## config.mk

```make
export PLATFORM = sky130hd
export DESIGN_NAME = esdi_cmd_scheduler_flat
export DESIGN_NICKNAME = d
export VERILOG_FILES = /design/src/rtl/esdi_cmd_scheduler_if.sv /design/src/rtl/esdi_cmd_scheduler.sv /design/src/flat_wrapper.sv
export SDC_FILE = /design/constraint.sdc
export NUM_CORES = 1
export LEC_CHECK = 0
export BUFFER_PORTS_ARGS = -buffer_cell sky130_fd_sc_hd__buf_2
export CELL_PAD_IN_SITES_DETAIL_PLACEMENT = 1
export CELL_PAD_IN_SITES_GLOBAL_PLACEMENT = 2
export CORE_MARGIN = 2
export CORE_UTILIZATION = 28
export CTS_CLUSTER_SIZE = 20
export DETAILED_ROUTE_END_ITERATION = 12
export PLACE_DENSITY = 0.78
export SLEW_MARGIN = 15
export SYNTH_ARGS = -nofsm -noshare
export SYNTH_HDL_FRONTEND = slang
export SYNTH_SLANG_ARGS = --single-unit
export TNS_END_PERCENT = 5
```

## constraint.sdc

```tcl
create_clock -name csr_aclk -period 2.74 [get_ports csr_aclk]
set_clock_uncertainty 0.05 [all_clocks]
set_input_delay 0.137 -clock csr_aclk [delete_from_list [all_inputs] [get_ports csr_aclk]]
set_output_delay 0.137 -clock csr_aclk [all_outputs]
set_load 0.01 [all_outputs]
```

## src/rtl/esdi_cmd_scheduler_if.sv

```systemverilog
// Requester, completion and serial-engine handshake bundle for esdi_cmd_scheduler.
// slave = scheduler side, master = requesters/engine side.
interface esdi_cmd_scheduler_if;
  logic        req0_valid;
  logic        req1_valid;
  logic        req0_ready;
  logic        req1_ready;
  logic [16:0] req0_word;
  logic [16:0] req1_word;
  logic        rsp0_valid;
  logic        rsp1_valid;
  logic        rsp0_ready;
  logic        rsp1_ready;
  logic [17:0] rsp0_word;
  logic [17:0] rsp1_word;
  logic        eng_cmd_valid;
  logic        eng_cmd_ready;
  logic [16:0] eng_cmd_word;
  logic        eng_rsp_valid;
  logic [17:0] eng_rsp_word;

  modport slave (
    input  req0_valid, req1_valid, req0_word, req1_word,
    input  rsp0_ready, rsp1_ready, eng_cmd_ready, eng_rsp_valid, eng_rsp_word,
    output req0_ready, req1_ready, rsp0_valid, rsp1_valid, rsp0_word, rsp1_word,
    output eng_cmd_valid, eng_cmd_word
  );

  modport master (
    output req0_valid, req1_valid, req0_word, req1_word,
    output rsp0_ready, rsp1_ready, eng_cmd_ready, eng_rsp_valid, eng_rsp_word,
    input  req0_ready, req1_ready, rsp0_valid, rsp1_valid, rsp0_word, rsp1_word,
    input  eng_cmd_valid, eng_cmd_word
  );
endinterface

```

## src/rtl/esdi_cmd_scheduler.sv

```systemverilog
// Round-robin sharing of the ESDI serial command engine between the CSR path (0) and the
// status poller (1); one transaction in flight, held until response, Command Complete or timeout.
//   state       | meaning
//   S_IDLE      | offer ready to the arbitration winner
//   S_ISSUE     | present latched word to the engine
//   S_WAIT_RESP | query: wait for engine result or timeout
//   S_WAIT_CC   | command: wait CC high (drive busy) then low, or timeout
//   S_RETURN    | hold completion until the requester takes it
module esdi_cmd_scheduler #(
  parameter int unsigned CC_TIMEOUT  = 50_000_000,
  parameter int unsigned SYNC_STAGES = 2
) (
  input  logic                  csr_aclk,
  input  logic                  csr_aresetn,
  esdi_cmd_scheduler_if.slave   bus,
  input  logic                  esdi_command_complete,
  input  logic                  esdi_attention,
  output logic                  attention_flag,
  input  logic                  attention_clr,
  output logic                  busy,
  output logic                  grant_id
);

  typedef enum logic [2:0] {S_IDLE, S_ISSUE, S_WAIT_RESP, S_WAIT_CC, S_RETURN} state_t;

  state_t                 state_q, state_d;
  logic [16:0]            word_q, word_d;
  logic                   grant_q, grant_d;
  logic                   rr_q, rr_d;
  logic                   phase_q, phase_d;
  logic [31:0]            cnt_q, cnt_d;
  logic [17:0]            rsp0_word_q, rsp0_word_d;
  logic [17:0]            rsp1_word_q, rsp1_word_d;
  logic                   attn_flag_q, attn_flag_d;
  logic [SYNC_STAGES-1:0] cc_sync_q, cc_sync_d;
  logic [SYNC_STAGES-1:0] attn_sync_q, attn_sync_d;

  logic        cc_s, attn_s, pick, tmo, rsp_load;
  logic [17:0] rsp_val;
  logic        req0_ready, req1_ready, rsp0_valid, rsp1_valid, eng_cmd_valid;

  always_ff @(posedge csr_aclk or negedge csr_aresetn) begin
    if (!csr_aresetn) begin
      state_q     <= S_IDLE;
      word_q      <= '0;
      grant_q     <= 1'b0;
      rr_q        <= 1'b0;
      phase_q     <= 1'b0;
      cnt_q       <= '0;
      rsp0_word_q <= '0;
      rsp1_word_q <= '0;
      attn_flag_q <= 1'b0;
      cc_sync_q   <= '1;
      attn_sync_q <= '1;
    end else begin
      state_q     <= state_d;
      word_q      <= word_d;
      grant_q     <= grant_d;
      rr_q        <= rr_d;
      phase_q     <= phase_d;
      cnt_q       <= cnt_d;
      rsp0_word_q <= rsp0_word_d;
      rsp1_word_q <= rsp1_word_d;
      attn_flag_q <= attn_flag_d;
      cc_sync_q   <= cc_sync_d;
      attn_sync_q <= attn_sync_d;
    end
  end

  always_comb begin
    cc_sync_d   = {cc_sync_q[SYNC_STAGES-2:0], esdi_command_complete};
    attn_sync_d = {attn_sync_q[SYNC_STAGES-2:0], esdi_attention};
    cc_s        = cc_sync_q[SYNC_STAGES-1];
    attn_s      = attn_sync_q[SYNC_STAGES-1];
    // On a tie the pointer names the requester not served last; otherwise whoever is asking.
    pick = (bus.req0_valid & bus.req1_valid) ? rr_q : bus.req1_valid;
    tmo  = (cnt_q == 32'(CC_TIMEOUT));

    state_d       = state_q;
    word_d        = word_q;
    grant_d       = grant_q;
    rr_d          = rr_q;
    phase_d       = phase_q;
    rsp0_word_d   = rsp0_word_q;
    rsp1_word_d   = rsp1_word_q;
    rsp_load      = 1'b0;
    rsp_val       = 18'h0;
    req0_ready    = 1'b0;
    req1_ready    = 1'b0;
    rsp0_valid    = 1'b0;
    rsp1_valid    = 1'b0;
    eng_cmd_valid = 1'b0;

    case (state_q)
      S_IDLE: begin
        req0_ready = bus.req0_valid & ~pick;
        req1_ready = bus.req1_valid & pick;
        if (bus.req0_valid | bus.req1_valid) begin
          word_d  = pick ? bus.req1_word : bus.req0_word;
          grant_d = pick;
          state_d = S_ISSUE;
        end
      end
      S_ISSUE: begin
        eng_cmd_valid = 1'b1;
        phase_d       = 1'b0;
        if (bus.eng_cmd_ready) state_d = word_q[16] ? S_WAIT_RESP : S_WAIT_CC;
      end
      S_WAIT_RESP: begin
        if (bus.eng_rsp_valid) begin
          rsp_load = 1'b1;
          rsp_val  = bus.eng_rsp_word;
          state_d  = S_RETURN;
        end else if (tmo) begin
          rsp_load = 1'b1;
          rsp_val  = 18'h2_0000;
          state_d  = S_RETURN;
        end
      end
      S_WAIT_CC: begin
        if (phase_q && !cc_s) begin
          rsp_load = 1'b1;
          state_d  = S_RETURN;
        end else if (tmo) begin
          rsp_load = 1'b1;
          rsp_val  = 18'h2_0000;
          state_d  = S_RETURN;
        end else if (!phase_q && cc_s) begin
          phase_d = 1'b1;
        end
      end
      S_RETURN: begin
        rsp0_valid = ~grant_q;
        rsp1_valid = grant_q;
        if (grant_q ? bus.rsp1_ready : bus.rsp0_ready) begin
          state_d = S_IDLE;
          rr_d    = ~grant_q;
        end
      end
      default: state_d = S_IDLE;
    endcase

    if (rsp_load) begin
      if (grant_q) rsp1_word_d = rsp_val;
      else         rsp0_word_d = rsp_val;
    end

    // Cleared on every state entry, otherwise counts up and saturates.
    if (state_d != state_q)        cnt_d = '0;
    else if (cnt_q == 32'hFFFF_FFFF) cnt_d = cnt_q;
    else                           cnt_d = cnt_q + 32'd1;

    attn_flag_d = ~attn_s | (attn_flag_q & ~attention_clr);
  end

  assign bus.req0_ready    = req0_ready;
  assign bus.req1_ready    = req1_ready;
  assign bus.rsp0_valid    = rsp0_valid;
  assign bus.rsp1_valid    = rsp1_valid;
  assign bus.rsp0_word     = rsp0_word_q;
  assign bus.rsp1_word     = rsp1_word_q;
  assign bus.eng_cmd_valid = eng_cmd_valid;
  assign bus.eng_cmd_word  = word_q;
  assign attention_flag    = attn_flag_q;
  assign busy              = (state_q != S_IDLE);
  assign grant_id          = grant_q;

endmodule
```

## src/flat_wrapper.sv

```systemverilog
// flat-port wrapper written by rule: the top's interface ports become plain ports
module esdi_cmd_scheduler_flat 
#(
  parameter int unsigned CC_TIMEOUT  = 50_000_000,
  parameter int unsigned SYNC_STAGES = 2
)
  (csr_aclk, csr_aresetn, esdi_command_complete, esdi_attention, attention_flag, attention_clr, busy, grant_id, bus_req0_valid, bus_req1_valid, bus_req0_word, bus_req1_word, bus_rsp0_ready, bus_rsp1_ready, bus_eng_cmd_ready, bus_eng_rsp_valid, bus_eng_rsp_word, bus_req0_ready, bus_req1_ready, bus_rsp0_valid, bus_rsp1_valid, bus_rsp0_word, bus_rsp1_word, bus_eng_cmd_valid, bus_eng_cmd_word);
  esdi_cmd_scheduler_if bus_i ();
  input  logic csr_aclk;
  input  logic csr_aresetn;
  input  logic esdi_command_complete;
  input  logic esdi_attention;
  output logic attention_flag;
  input  logic attention_clr;
  output logic busy;
  output logic grant_id;
  input wire logic [$bits(bus_i.req0_valid)-1:0] bus_req0_valid;
  input wire logic [$bits(bus_i.req1_valid)-1:0] bus_req1_valid;
  input wire logic [$bits(bus_i.req0_word)-1:0] bus_req0_word;
  input wire logic [$bits(bus_i.req1_word)-1:0] bus_req1_word;
  input wire logic [$bits(bus_i.rsp0_ready)-1:0] bus_rsp0_ready;
  input wire logic [$bits(bus_i.rsp1_ready)-1:0] bus_rsp1_ready;
  input wire logic [$bits(bus_i.eng_cmd_ready)-1:0] bus_eng_cmd_ready;
  input wire logic [$bits(bus_i.eng_rsp_valid)-1:0] bus_eng_rsp_valid;
  input wire logic [$bits(bus_i.eng_rsp_word)-1:0] bus_eng_rsp_word;
  output wire logic [$bits(bus_i.req0_ready)-1:0] bus_req0_ready;
  output wire logic [$bits(bus_i.req1_ready)-1:0] bus_req1_ready;
  output wire logic [$bits(bus_i.rsp0_valid)-1:0] bus_rsp0_valid;
  output wire logic [$bits(bus_i.rsp1_valid)-1:0] bus_rsp1_valid;
  output wire logic [$bits(bus_i.rsp0_word)-1:0] bus_rsp0_word;
  output wire logic [$bits(bus_i.rsp1_word)-1:0] bus_rsp1_word;
  output wire logic [$bits(bus_i.eng_cmd_valid)-1:0] bus_eng_cmd_valid;
  output wire logic [$bits(bus_i.eng_cmd_word)-1:0] bus_eng_cmd_word;
  assign bus_i.req0_valid = bus_req0_valid;
  assign bus_i.req1_valid = bus_req1_valid;
  assign bus_i.req0_word = bus_req0_word;
  assign bus_i.req1_word = bus_req1_word;
  assign bus_i.rsp0_ready = bus_rsp0_ready;
  assign bus_i.rsp1_ready = bus_rsp1_ready;
  assign bus_i.eng_cmd_ready = bus_eng_cmd_ready;
  assign bus_i.eng_rsp_valid = bus_eng_rsp_valid;
  assign bus_i.eng_rsp_word = bus_eng_rsp_word;
  assign bus_req0_ready = bus_i.req0_ready;
  assign bus_req1_ready = bus_i.req1_ready;
  assign bus_rsp0_valid = bus_i.rsp0_valid;
  assign bus_rsp1_valid = bus_i.rsp1_valid;
  assign bus_rsp0_word = bus_i.rsp0_word;
  assign bus_rsp1_word = bus_i.rsp1_word;
  assign bus_eng_cmd_valid = bus_i.eng_cmd_valid;
  assign bus_eng_cmd_word = bus_i.eng_cmd_word;
  esdi_cmd_scheduler #(.CC_TIMEOUT(CC_TIMEOUT), .SYNC_STAGES(SYNC_STAGES)) u_core (.csr_aclk(csr_aclk), .csr_aresetn(csr_aresetn), .bus(bus_i), .esdi_command_complete(esdi_command_complete), .esdi_attention(esdi_attention), .attention_flag(attention_flag), .attention_clr(attention_clr), .busy(busy), .grant_id(grant_id));
endmodule
```

### After elaboration in Yosys (flattened, before gate mapping)

Cells that the tools add are included.

| storage, ports and cells | value |
|---|---|
| logic and storage cells | 75 |
| output and inout port bits | 61 |
| register bits | 96 |

| cells by class | value |
|---|---|
| equality and inequality tests | 11 |
| multiplexer cells | 30 |
| bitwise operators | 10 |
| reductions and logical operators | 12 |
| $add $sub $neg | 1 |

Operators by type and width:

| operator | number |
|---|---|
| 32-bit 2-to-1 mux | 2 |
| 18-bit 2-to-1 mux | 3 |
| 18-bit case mux with 2 select lines | 1 |
| 32-bit by 1-bit adder with 32-bit output (second input constant) | 1 |
| 32-bit by 26-bit equality test with 1-bit output (second input constant) | 1 |
| 32-bit equality test (second input constant) | 1 |
| 3-bit 2-to-1 mux | 6 |
| 17-bit 2-to-1 mux | 1 |
| 3-bit case mux with 5 select lines | 1 |
| 1-bit 2-to-1 mux | 14 |
| 2-bit AND reduction | 4 |
| 3-bit by 2-bit equality test with 1-bit output (second input constant) | 2 |
| 1-bit bitwise AND | 4 |
| 2-bit by 1-bit != test with 1-bit output (second input constant) | 2 |
| 2-bit != test (second input constant) | 2 |
| 1-bit NOT | 4 |
| 1-bit case mux with 2 select lines | 2 |
| 4-bit AND reduction | 1 |
| 3-bit by 1-bit equality test with 1-bit output (second input constant) | 1 |
| 3-bit equality test (second input constant) | 1 |
| 3-bit zero test | 1 |
| 3-bit != test | 1 |
| 3-bit nonzero test | 1 |
| 1-bit logical AND | 2 |
| other kinds (3) | 5 |

### Longest topological paths before layout

Gate-level depths: netlist of run 1.

| logic depth | value |
|---|---|
| word-level depth | 6 |
| depth in mapped cells | 8 |
| depth with buffers taken out | 7 |

### Least setup slack after synthesis of run 1

No wires, ideal clock.

| timing | value |
|---|---|
| path kind | flip-flop to flip-flop |
| from | reg u_core.cnt_q[0] |
| to | reg u_core.cnt_q[14] |
| arrival | 1.864 ns |
| period minus slack after synthesis | 2.036 ns |
| setup slack | 0.704 ns |
| path buffers | 1 |
| cell stages (with the launch flop) | 9 |
| path through | dfrtp_1 > inv_1 > ha_1 > nor4b_1 > nand4_1 > or3_1 > a31oi_4 > buf_2 > nor2_1 |

| between the ends | value |
|---|---|
| longest elaborated chain between the ends | 6 |

RTL lines:

| element | line | source |
|---|---|---|
| start: declaration | esdi_cmd_scheduler.sv:31 | `logic [31:0] cnt_q, cnt_d;` |
| start signal: assignment | esdi_cmd_scheduler.sv:61 | `cnt_q <= cnt_d;` |
| 32-bit by 26-bit equality test with 1-bit output | esdi_cmd_scheduler.sv:77 | `tmo = (cnt_q == 32'(CC_TIMEOUT));` |
| 3-bit 2-to-1 mux | esdi_cmd_scheduler.sv:114, esdi_cmd_scheduler.sv:124 |  |
| 3-bit 2-to-1 mux (on tied branches) | esdi_cmd_scheduler.sv:121, esdi_cmd_scheduler.sv:110 |  |
| 3-bit case mux with 5 select lines | esdi_cmd_scheduler.sv:94 | `case (state_q)` |
| 3-bit != test | esdi_cmd_scheduler.sv:149 | `if (state_d != state_q) cnt_d = '0;` |
| 2-bit by 1-bit != test with 1-bit output (no line) / 32-bit 2-to-1 mux (equally long branches) | n/a |  |

Several ways; a longest one is shown, not always the timed one. The select of a mux whose other input is x is not followed.
A chain may end at the register's enable or synchronous reset.

### Worst setup path after layout of run 1

| timing | value |
|---|---|
| from | reg u_core.cnt_q[1] |
| to | reg u_core.cnt_q[27] |

Same word-level chain as after synthesis.

==> results of run 1 <==
[worst max-delay path by stage]
stage	from	to	slack, ps
floorplan	u_core.cnt_q[0]$_DFFE_PN0P_	u_core.cnt_q[14]$_DFFE_PN0P_	700
global placement	u_core.cnt_q[0]$_DFFE_PN0P_	u_core.cnt_q[27]$_DFFE_PN0P_	550
detailed placement	u_core.cnt_q[0]$_DFFE_PN0P_	u_core.cnt_q[28]$_DFFE_PN0P_	480
CTS	u_core.cnt_q[1]$_DFFE_PN0P_	u_core.cnt_q[27]$_DFFE_PN0P_	460
global route	u_core.cnt_q[0]$_DFFE_PN0P_	u_core.bus.rsp1_word[3]$_DFFE_PN0P_	290
finish	u_core.cnt_q[1]$_DFFE_PN0P_	u_core.cnt_q[27]$_DFFE_PN0P_	470
[layout make-up]
cell class / instances / share of cell area, %
timing repair buffer: 150 / 15.0
inverter: 9 / 0.566
multi-input combinational: 300 / 34.6
clock inverter: 7 / 1.19
tap: 216 / 4.53
clock buffer: 9 / 3.77
sequential: 96 / 40.3
[per-layer routing]
layer | wire length, µm | up-vias | share of wire, %
met1 | 5570 | 1978 | 44
met4 | 238 | 0 | 1.9
met3 | 460 | 13 | 3.6
met2 | 6530 | 90 | 51
met5 | 0 | - | 0
li1 | - | 1896 | -
[worst max-delay path, delay by kind of cell, from the launching register on]
kind | cells | cell delay, ps
muxes | 1 | 370
AOI/OAI and AO/OA | 1 | 310
DFF | 1 | 370
and+or+nand+nor | 3 | 830
adders and majority gates | 1 | 250
[layout by cell type (no fill, tap or decap), types with 12 or more instances in the layout]
cell type	synthesis	routed
sky130_fd_sc_hd__o21ai_0	34	33
sky130_fd_sc_hd__nand2_1	42	42
sky130_fd_sc_hd__nor2_1	24	24
sky130_fd_sc_hd__mux2i_1	23	23
sky130_fd_sc_hd__a21oi_1	15	15
sky130_fd_sc_hd__nand4_1	13	13
sky130_fd_sc_hd__a32o_1	34	34
sky130_fd_sc_hd__or3_1	12	12
sky130_fd_sc_hd__dfrtp_1	92	92
sky130_fd_sc_hd__buf_2	12	122
sky130_fd_sc_hd__dlygate4sd3_1	0	20
[stage by stage]
step	setup WS, ps	power, mW	cell area (µm²)	std cells	util (%)
finish	469	5.32	5970	787	37.3
global route	287	5.71	5970	787	37.3
CTS	464	5.41	5960	787	37.3
detailed placement	483	4.11	5460	751	34.1
global placement	551	4.04	5460	751	34.1
floorplan	704	3.27	4600	431	-
[timing repair]
item / CTS / global route
setup endpoints to repair: 0 / 0
hold endpoints to repair: 69 / 0
hold buffers: 20 / 0
[registers in the layout, indices dropped and copies added (netlist names)]
name	flops
u_core.bus.rsp0_word	18
u_core.attn_sync_q	2
u_core.grant_id	1
u_core.bus.rsp1_word	18
u_core.attention_flag	1
u_core.rr_q	1
u_core.state_q	3
u_core.bus.eng_cmd_word	17
u_core.cc_sync_q	2
u_core.cnt_q	32
u_core.phase_q	1
[power breakdown]
part           internal (mW)  switching [mW]  total [mW]
sequential              1.85           0.281        2.13
combinational          0.815            1.14        1.95
clock                  0.642           0.591        1.23
[logic make-up after synthesis]
kind of cell | after synthesis
compound gates | 112
xor+xnor | 9
fa+ha+maj | 2
buf+inv | 35
flops | 96
mux | 24
simple gates | 153
==> Implementation_results.wiki, run 1 <==
{| class="wikitable"
! Metric !! Value
|-
| Xor/xnor cell area share of the yosys netlist || ~1.7%
|-
| Flops & latches, synth || between 90 and 100
|-
| Number of diodes || 0
|-
| Top-count cell post-synth || sky130_fd_sc_hd__dfrtp_1
|-
| Total Die Area || between 15000 and 20000 µm²
|-
| Share of final-layout standard cells stronger than drive strength 1 || between 30% and 40%
|-
| Number of nets in the finished design || around 630
|-
| Worst hold path endpoint || u_core.bus.rsp1_word[14]$_DFFE_PN0P_
|-
| Fmax || approximately 440 MHz
|-
| Number of DRC violations after detailed routing || 0
|-
| GR Util met3 || under 10%
|-
| Area share of and/or/nand/nor cells after synthesis || 18.9%
|-
| Largest family of logic cells by synthesized area || simple AND/OR/NAND/NOR gates
|-
| Multi-input gate area || roughly 2100 µm²
|-
| Worst EP arrival || 2490 ps
|-
| Area of the core || 16000 µm²
|-
| Launch point of the worst hold path || bus_eng_rsp_word[14]
|-
| Final hold slack || between 15 and 20 ps
|-
| Share of the synthesized area in the top cell type || around 50%
|-
| Share of synthesized area occupied by flip-flops and latches || roughly 52%
|-
| Routability congestion estimate from global placement || a little under 0.8
|-
| Post-Syn Nets || about 500
|-
| Post-Route Setup TNS || 0 ps
|-
| Transition time at the pin with the least slew margin || 913 ps
|-
| # resized after CTS || 0
|-
| Clock sink count || between 90 and 100
|-
| Pwr dens || ~890 nW/µm²
|-
| Global-route wire length before repair || 21300 µm
|-
| Count of buffers inserted at the top-level ports || about 120
|-
| Gate count of the mapped netlist || 431
|-
| Antenna violations before repair || 0
|-
| Number of global-route vias before repair || approximately 4200
|-
| Area growth syn-to-layout || 29.6%
|-
| Tot GR Track Use || between 15 and 20%
|-
| Tightest slew margin relative to the limit || between 30% and 40%
|-
| Setup repair after global routing missed its margin || false
|-
| CP startpoint kind || flip-flop
|-
| List of most frequent post-synthesis cells || 92 x sky130_fd_sc_hd__dfrtp_1, 42 x sky130_fd_sc_hd__nand2_1, 34 x sky130_fd_sc_hd__a32o_1, 34 x sky130_fd_sc_hd__o21ai_0, 24 x sky130_fd_sc_hd__nor2_1
|-
| Initial DRC Count || 189
|-
| Mean instance size in the synthesized netlist || between 10 and 15 µm²
|-
| Static Leak || approximately 2.7 nW
|-
| Number of filler cells placed in the layout || 1834
|-
| Number of distinct library cells after synthesis || between 50 and 60
|-
| Endpoint kind of the worst setup timing path || flip-flop
|-
| Final wirelength || ~13000 µm
|-
| # H-tree levels || 3
|-
| Fin. max-slew vios || 0
|-
| Largest area contributor in the netlist || sky130_fd_sc_hd__dfrtp_1
|-
| Routed via count divided by cell count || ~5.1
|-
| Adder-cell share of the synthesized area || less than 1%
|-
| M1 GR Usage || between 15 and 20%
|-
| Starting density of the core || between 20% and 30%
|-
| Asr flop ratio synth || 100%
|-
| GR Layer Usage met2 || between 20% and 30%
|-
| Delay contributed by the slowest stage of the critical path || between 400 and 500 ps
|-
| Worst supply voltage drop on vdd || 0.380 mV
|-
| Post-synth EDFFs || 0
|-
| Main synth FF type || sky130_fd_sc_hd__dfrtp_1
|-
| Gr ovfl total || 0
|-
| Final clock period utilization by the worst path || a little over 80%
|-
| Number of optimization iterations in the first detailed-route pass || 4
|-
| Max Cap Viol || 0
|-
| Run status || complete, no violations
|-
| Final number of setup-violating endpoints || 0
|-
| Worst path slowest cell || sky130_fd_sc_hd__or3_1
|-
| Pin count of the biggest net entering global routing || 57
|-
| Total number of placement rows || 46
|-
| Peak fanout along the critical path || 6
|-
| Reg area || roughly 2400 µm²
|-
| Cell area after synthesis || about 4600 µm²
|-
| Post-DRT Antenna Nets || 0
|-
| Hold Path Depth || 2
|-
| Leading post-synthesis cells by cell area || sky130_fd_sc_hd__dfrtp_1 50%, sky130_fd_sc_hd__a32o_1 7.4%, sky130_fd_sc_hd__mux2i_1 5.0%
|-
| Grt peak-use layer || met2
|-
| Clock latency at the later pin of the worst-skew pair || around 350 ps
|-
| Clock period minus final worst setup slack || approximately 2300 ps
|-
| Data required time at the worst endpoint || between 2000 and 3000 ps
|-
| Number of vias after detailed routing || between 3000 and 4000
|-
| Clock slew at the register clock pins of the worst setup and hold paths || roughly 70 ps
|-
| Path category of the worst min-delay check || primary input to flip-flop
|-
| Setup slack of the worst register-to-register path || approximately 470 ps
|-
| Ys Warns || 0
|-
| TritonCTS clock tree || yes
|-
| Root buffer cell || sky130_fd_sc_hd__clkbuf_16
|-
| Half-perimeter wire length of the detailed placement result || 9330 µm
|-
| Origin of the critical flop-to-flop path || u_core.cnt_q[1]$_DFFE_PN0P_
|-
| Average detailed-routed wire length per instance || 16.3 µm
|-
| Number of buffers between clock root and the deepest sink || 2
|-
| End of the worst register-to-register path || u_core.cnt_q[27]$_DFFE_PN0P_
|-
| Buffer count from post-CTS setup fixing || 0
|-
| Y dimension of the die || about 130 µm
|-
| Share of synthesized area spent on multiplexers || between 5 and 6%
|-
| Horizontal extent of the die || between 100 and 150 µm
|-
| Fraction of the mapped netlist area in compound gates || 18.1%
|-
| Total clock buffers created by CTS || 9
|-
| Hold Vio Cnt, Final || 0
|-
| Total I/O pin count || ~120
|-
| Worst Reg-to-Reg Cells || 6
|-
| Critical path start-end classification || flip-flop to flip-flop
|-
| Cell breakdown of the critical path || ha_1, nand2_1, or3_1, o211ai_2, mux2_2, nor3_1
|}
Note: power is estimated with default switching activity, not from simulation.
==> run 2, diff against run 1 <==
==> constraint.sdc (replaced) <==
create_clock -name csr_aclk -period 2.3 [get_ports csr_aclk]
set_clock_uncertainty 0.05 [all_clocks]
set_input_delay 0.115 -clock csr_aclk [delete_from_list [all_inputs] [get_ports csr_aclk]]
set_output_delay 0.115 -clock csr_aclk [all_outputs]
set_load 0.01 [all_outputs]
==> run 2 against run 1 <==
Against the previous run: critical path depth rose by 2; cell count rose by 2.3%; hold slack got worse by 6.3 ps; largest cell class unchanged; highest routed layer unchanged.
==> Implementation_results.wiki, run 2 (synthesis gave the netlist of run 1 again) <==
{| class="wikitable"
! Metric !! Value
|-
| Pin count of the biggest net entering global routing || 43 (-25%)
|-
| Number of nets in the finished design || 649 (+2.9%)
|-
| Most frequent cells in the layout || 122 x sky130_fd_sc_hd__buf_2, 92 x sky130_fd_sc_hd__dfrtp_1, 42 x sky130_fd_sc_hd__nand2_1
|-
| Hold Vio Cnt, Final || 0 (unchanged)
|-
| Fin. max-slew vios || 0 (unchanged)
|-
| Tightest slew margin relative to the limit || 41.3% (+2.2 points)
|-
| Post-Route Setup TNS || 0 ps (unchanged)
|-
| Worst slack at placement || 145 ps (-338 ps)
|-
| Total number of placement rows || 46 (unchanged)
|-
| Tot GR Track Use || 16.0% (+0.90 points)
|-
| Gr ovfl total || 0 (unchanged)
|-
| Overall power || 6.52 mW (+23%)
|-
| Number of buffers between clock root and the deepest sink || 2 (unchanged)
|-
| Share of final-layout standard cells stronger than drive strength 1 || 31.9% (+1.4 points)
|-
| Number of vias after detailed routing || 4081 (+2.6%)
|-
| Static Leak || 2.77 nW (+3.4%)
|-
| Peak fanout along the critical path || 32 (+26)
|-
| Max reg flops || 32 (unchanged)
|-
| Worst EP arrival || 2330 ps (-160 ps)
|-
| Setup repair after global routing missed its margin || true
|-
| Multi-input gate area || 2060 µm² (unchanged)
|-
| Final wirelength || 13500 µm (+5.8%)
|-
| Final clock period utilization by the worst path || 94.0% (+11 points)
|-
| Number of global-route vias before repair || 4439 (+5.4%)
|-
| Clock sink count || 96 (unchanged)
|-
| Number of diodes || 0 (unchanged)
|-
| Number of filler cells placed in the layout || 1881 (+2.6%)
|-
| Clock slew at the register clock pins of the worst setup and hold paths || 70 ps (about the same)
|-
| TritonCTS clock tree || yes
|-
| Routed via count divided by cell count || 5.07 (+0.32%)
|-
| Total I/O pin count || 124 (unchanged)
|-
| Clock latency at the later pin of the worst-skew pair || 350 ps (about the same)
|-
| Antenna violations before repair || 0 (unchanged)
|-
| Share of total power consumed by net switching || 37.0% (-0.81 points)
|-
| Critical path start-end classification || flip-flop to flip-flop
|-
| Transition time at the pin with the least slew margin || 880 ps (-33.2 ps)
|-
| Starting density of the core || 28.8% (unchanged)
|-
| Sw Pwr || 2.41 mW (+20%)
|-
| CP startpoint kind || flip-flop
|-
| Total clock buffers created by CTS || 9 (unchanged)
|-
| Sequential share of power || 38.9% (-1.2 points)
|-
| Run status || complete, no violations
|-
| Buffer count from post-CTS setup fixing || 0 (unchanged)
|-
| # resized after CTS || 0 (unchanged)
|-
| Largest Register || u_core.cnt_q
|-
| Initial DRC Count || 171 (-9.5%)
|-
| Total Die Area || 17500 µm² (unchanged)
|-
| Count of buffers inserted at the top-level ports || 123 (unchanged)
|-
| # H-tree levels || 3 (unchanged)
|-
| Worst supply voltage drop on vdd || 0.522 mV (+37%)
|-
| Data required time at the worst endpoint || 2470 ps (-490 ps)
|-
| Internal power || 4.11 mW (+24%)
|-
| Half-perimeter wire length of the detailed placement result || 9760 µm (+4.6%)
|-
| Number of optimization iterations in the first detailed-route pass || 4 (unchanged)
|-
| Y dimension of the die || 132 µm (unchanged)
|-
| Post-DRT Antenna Nets || 0 (unchanged)
|-
| Number of DRC violations after detailed routing || 0 (unchanged)
|-
| Routability congestion estimate from global placement || 0.792 (-0.48%)
|-
| Clock period minus final worst setup slack || 2160 ps (-108 ps)
|-
| Max Cap Viol || 0 (unchanged)
|-
| Setup WS post-layout || 137 ps (-332 ps)
|-
| Relative contribution of combinational cells to total power || 36.9% (+0.2 points)
|-
| Area growth syn-to-layout || 33.2%
|-
| Root buffer cell || sky130_fd_sc_hd__clkbuf_16
|-
| Horizontal extent of the die || 132 µm (unchanged)
|-
| Global-route wire length before repair || 22800 µm (+6.7%)
|-
| Clock network power share || 24.3% (+1.1 points)
|-
| Most common library cell in the layout ignoring fill and taps || sky130_fd_sc_hd__buf_2
|-
| Average detailed-routed wire length per instance || 16.8 µm (+3.5%)
|-
| Reg area || 2410 µm² (unchanged)
|-
| Path category of the worst min-delay check || primary input to flip-flop
|-
| Final number of setup-violating endpoints || 0 (unchanged)
|-
| Pwr dens || 1060 nW/µm² (+19%)
|-
| Final hold slack || 11.3 ps (-6.32 ps)
|-
| Fmax || 462 MHz (+5.0%)
|-
| Endpoint kind of the worst setup timing path || flip-flop
|-
| Area of the core || 16000 µm² (unchanged)
|}
[run 2: cell count changes in the layout (fill, tap and decap cells not counted)]
cell                            delta
sky130_fd_sc_hd__bufinv_16         +1
sky130_fd_sc_hd__clkbuf_8          +1
sky130_fd_sc_hd__inv_6             -1
sky130_fd_sc_hd__clkinvlp_4        +1
sky130_fd_sc_hd__clkinv_4          -1
sky130_fd_sc_hd__dlygate4sd3_1     +4
sky130_fd_sc_hd__clkinv_8          -1
sky130_fd_sc_hd__buf_4            +14
[run 2: layout make-up]
class                           instances  area share (%)
Clock inverter                          6            1.22
Multi-Input combinational cell        300            33.7
Clock buffer                           10            3.90
Timing Repair Buffer                  168            17.0
Sequential cell                        96            39.3
Tap cell                              216            4.41
Inverter                                9           0.551
[run 2: through the flow]
step	std cells	utilization, %	cell area, µm²
2_1_floorplan	431	-	4600
6_report	805	38.3	6130
3_3_place_gp	765	34.8	5570
5_1_grt	805	38.3	6130
4_1_cts	805	38.3	6120
3_5_place_dp	765	34.8	5570
[run 2: worst max-delay path: stages (launching register included)]
cell	delay (ps)
sky130_fd_sc_hd__dfrtp_1	400
sky130_fd_sc_hd__inv_1	90
sky130_fd_sc_hd__ha_1	150
sky130_fd_sc_hd__nor4b_1	240
sky130_fd_sc_hd__nand4_1	170
sky130_fd_sc_hd__or3_1	410
sky130_fd_sc_hd__a31oi_4	210
sky130_fd_sc_hd__buf_12	220
sky130_fd_sc_hd__a21oi_1	70
[run 2: worst paths after layout]
check	endpoint	depth (start not counted)	from	slack [ps]
max	u_core.cnt_q[23]$_DFFE_PN0P_	8	u_core.cnt_q[1]$_DFFE_PN0P_	140
min	u_core.bus.eng_cmd_word[9]$_DFFE_PN0P_	3	bus_req1_word[9]	10
max reg2reg	u_core.cnt_q[23]$_DFFE_PN0P_	8	u_core.cnt_q[1]$_DFFE_PN0P_	140
min reg2reg	u_core.cc_sync_q[1]$_DFF_PN1_	0	u_core.cc_sync_q[0]$_DFF_PN1_	310
max in group asynchronous	u_core.cc_sync_q[1]$_DFF_PN1_	3	csr_aresetn	1270
min in group asynchronous	u_core.cnt_q[19]$_DFFE_PN0P_	2	csr_aresetn	190
[run 2: layer usage]
metal  global-route usage (%)  routed length (µm)  vias to the layer above
met2                     28.6                7010                       75
met4                     5.62                 237                        0
met1                     19.2                5910                     2059
met5                        0                   0                        -
li1                         -                   -                     1933
met3                     3.23                 387                       14
[run 2: power groups by stage]
stage	sequential, mW	clock [mW]	combinational [mW]
global placement	2.55	0	2.31
finish	2.54	1.58	2.41
global route	2.60	1.71	2.66
floorplan	2.70	0	1.20
CTS	2.54	1.65	2.44
detailed placement	2.57	0	2.41
[run 2: repair_timing]
action / in CTS / in global routing
hold buffers: 24 / 0
endpoints found under the hold margin: 66 / 0
endpoints found under the setup margin: 0 / 20
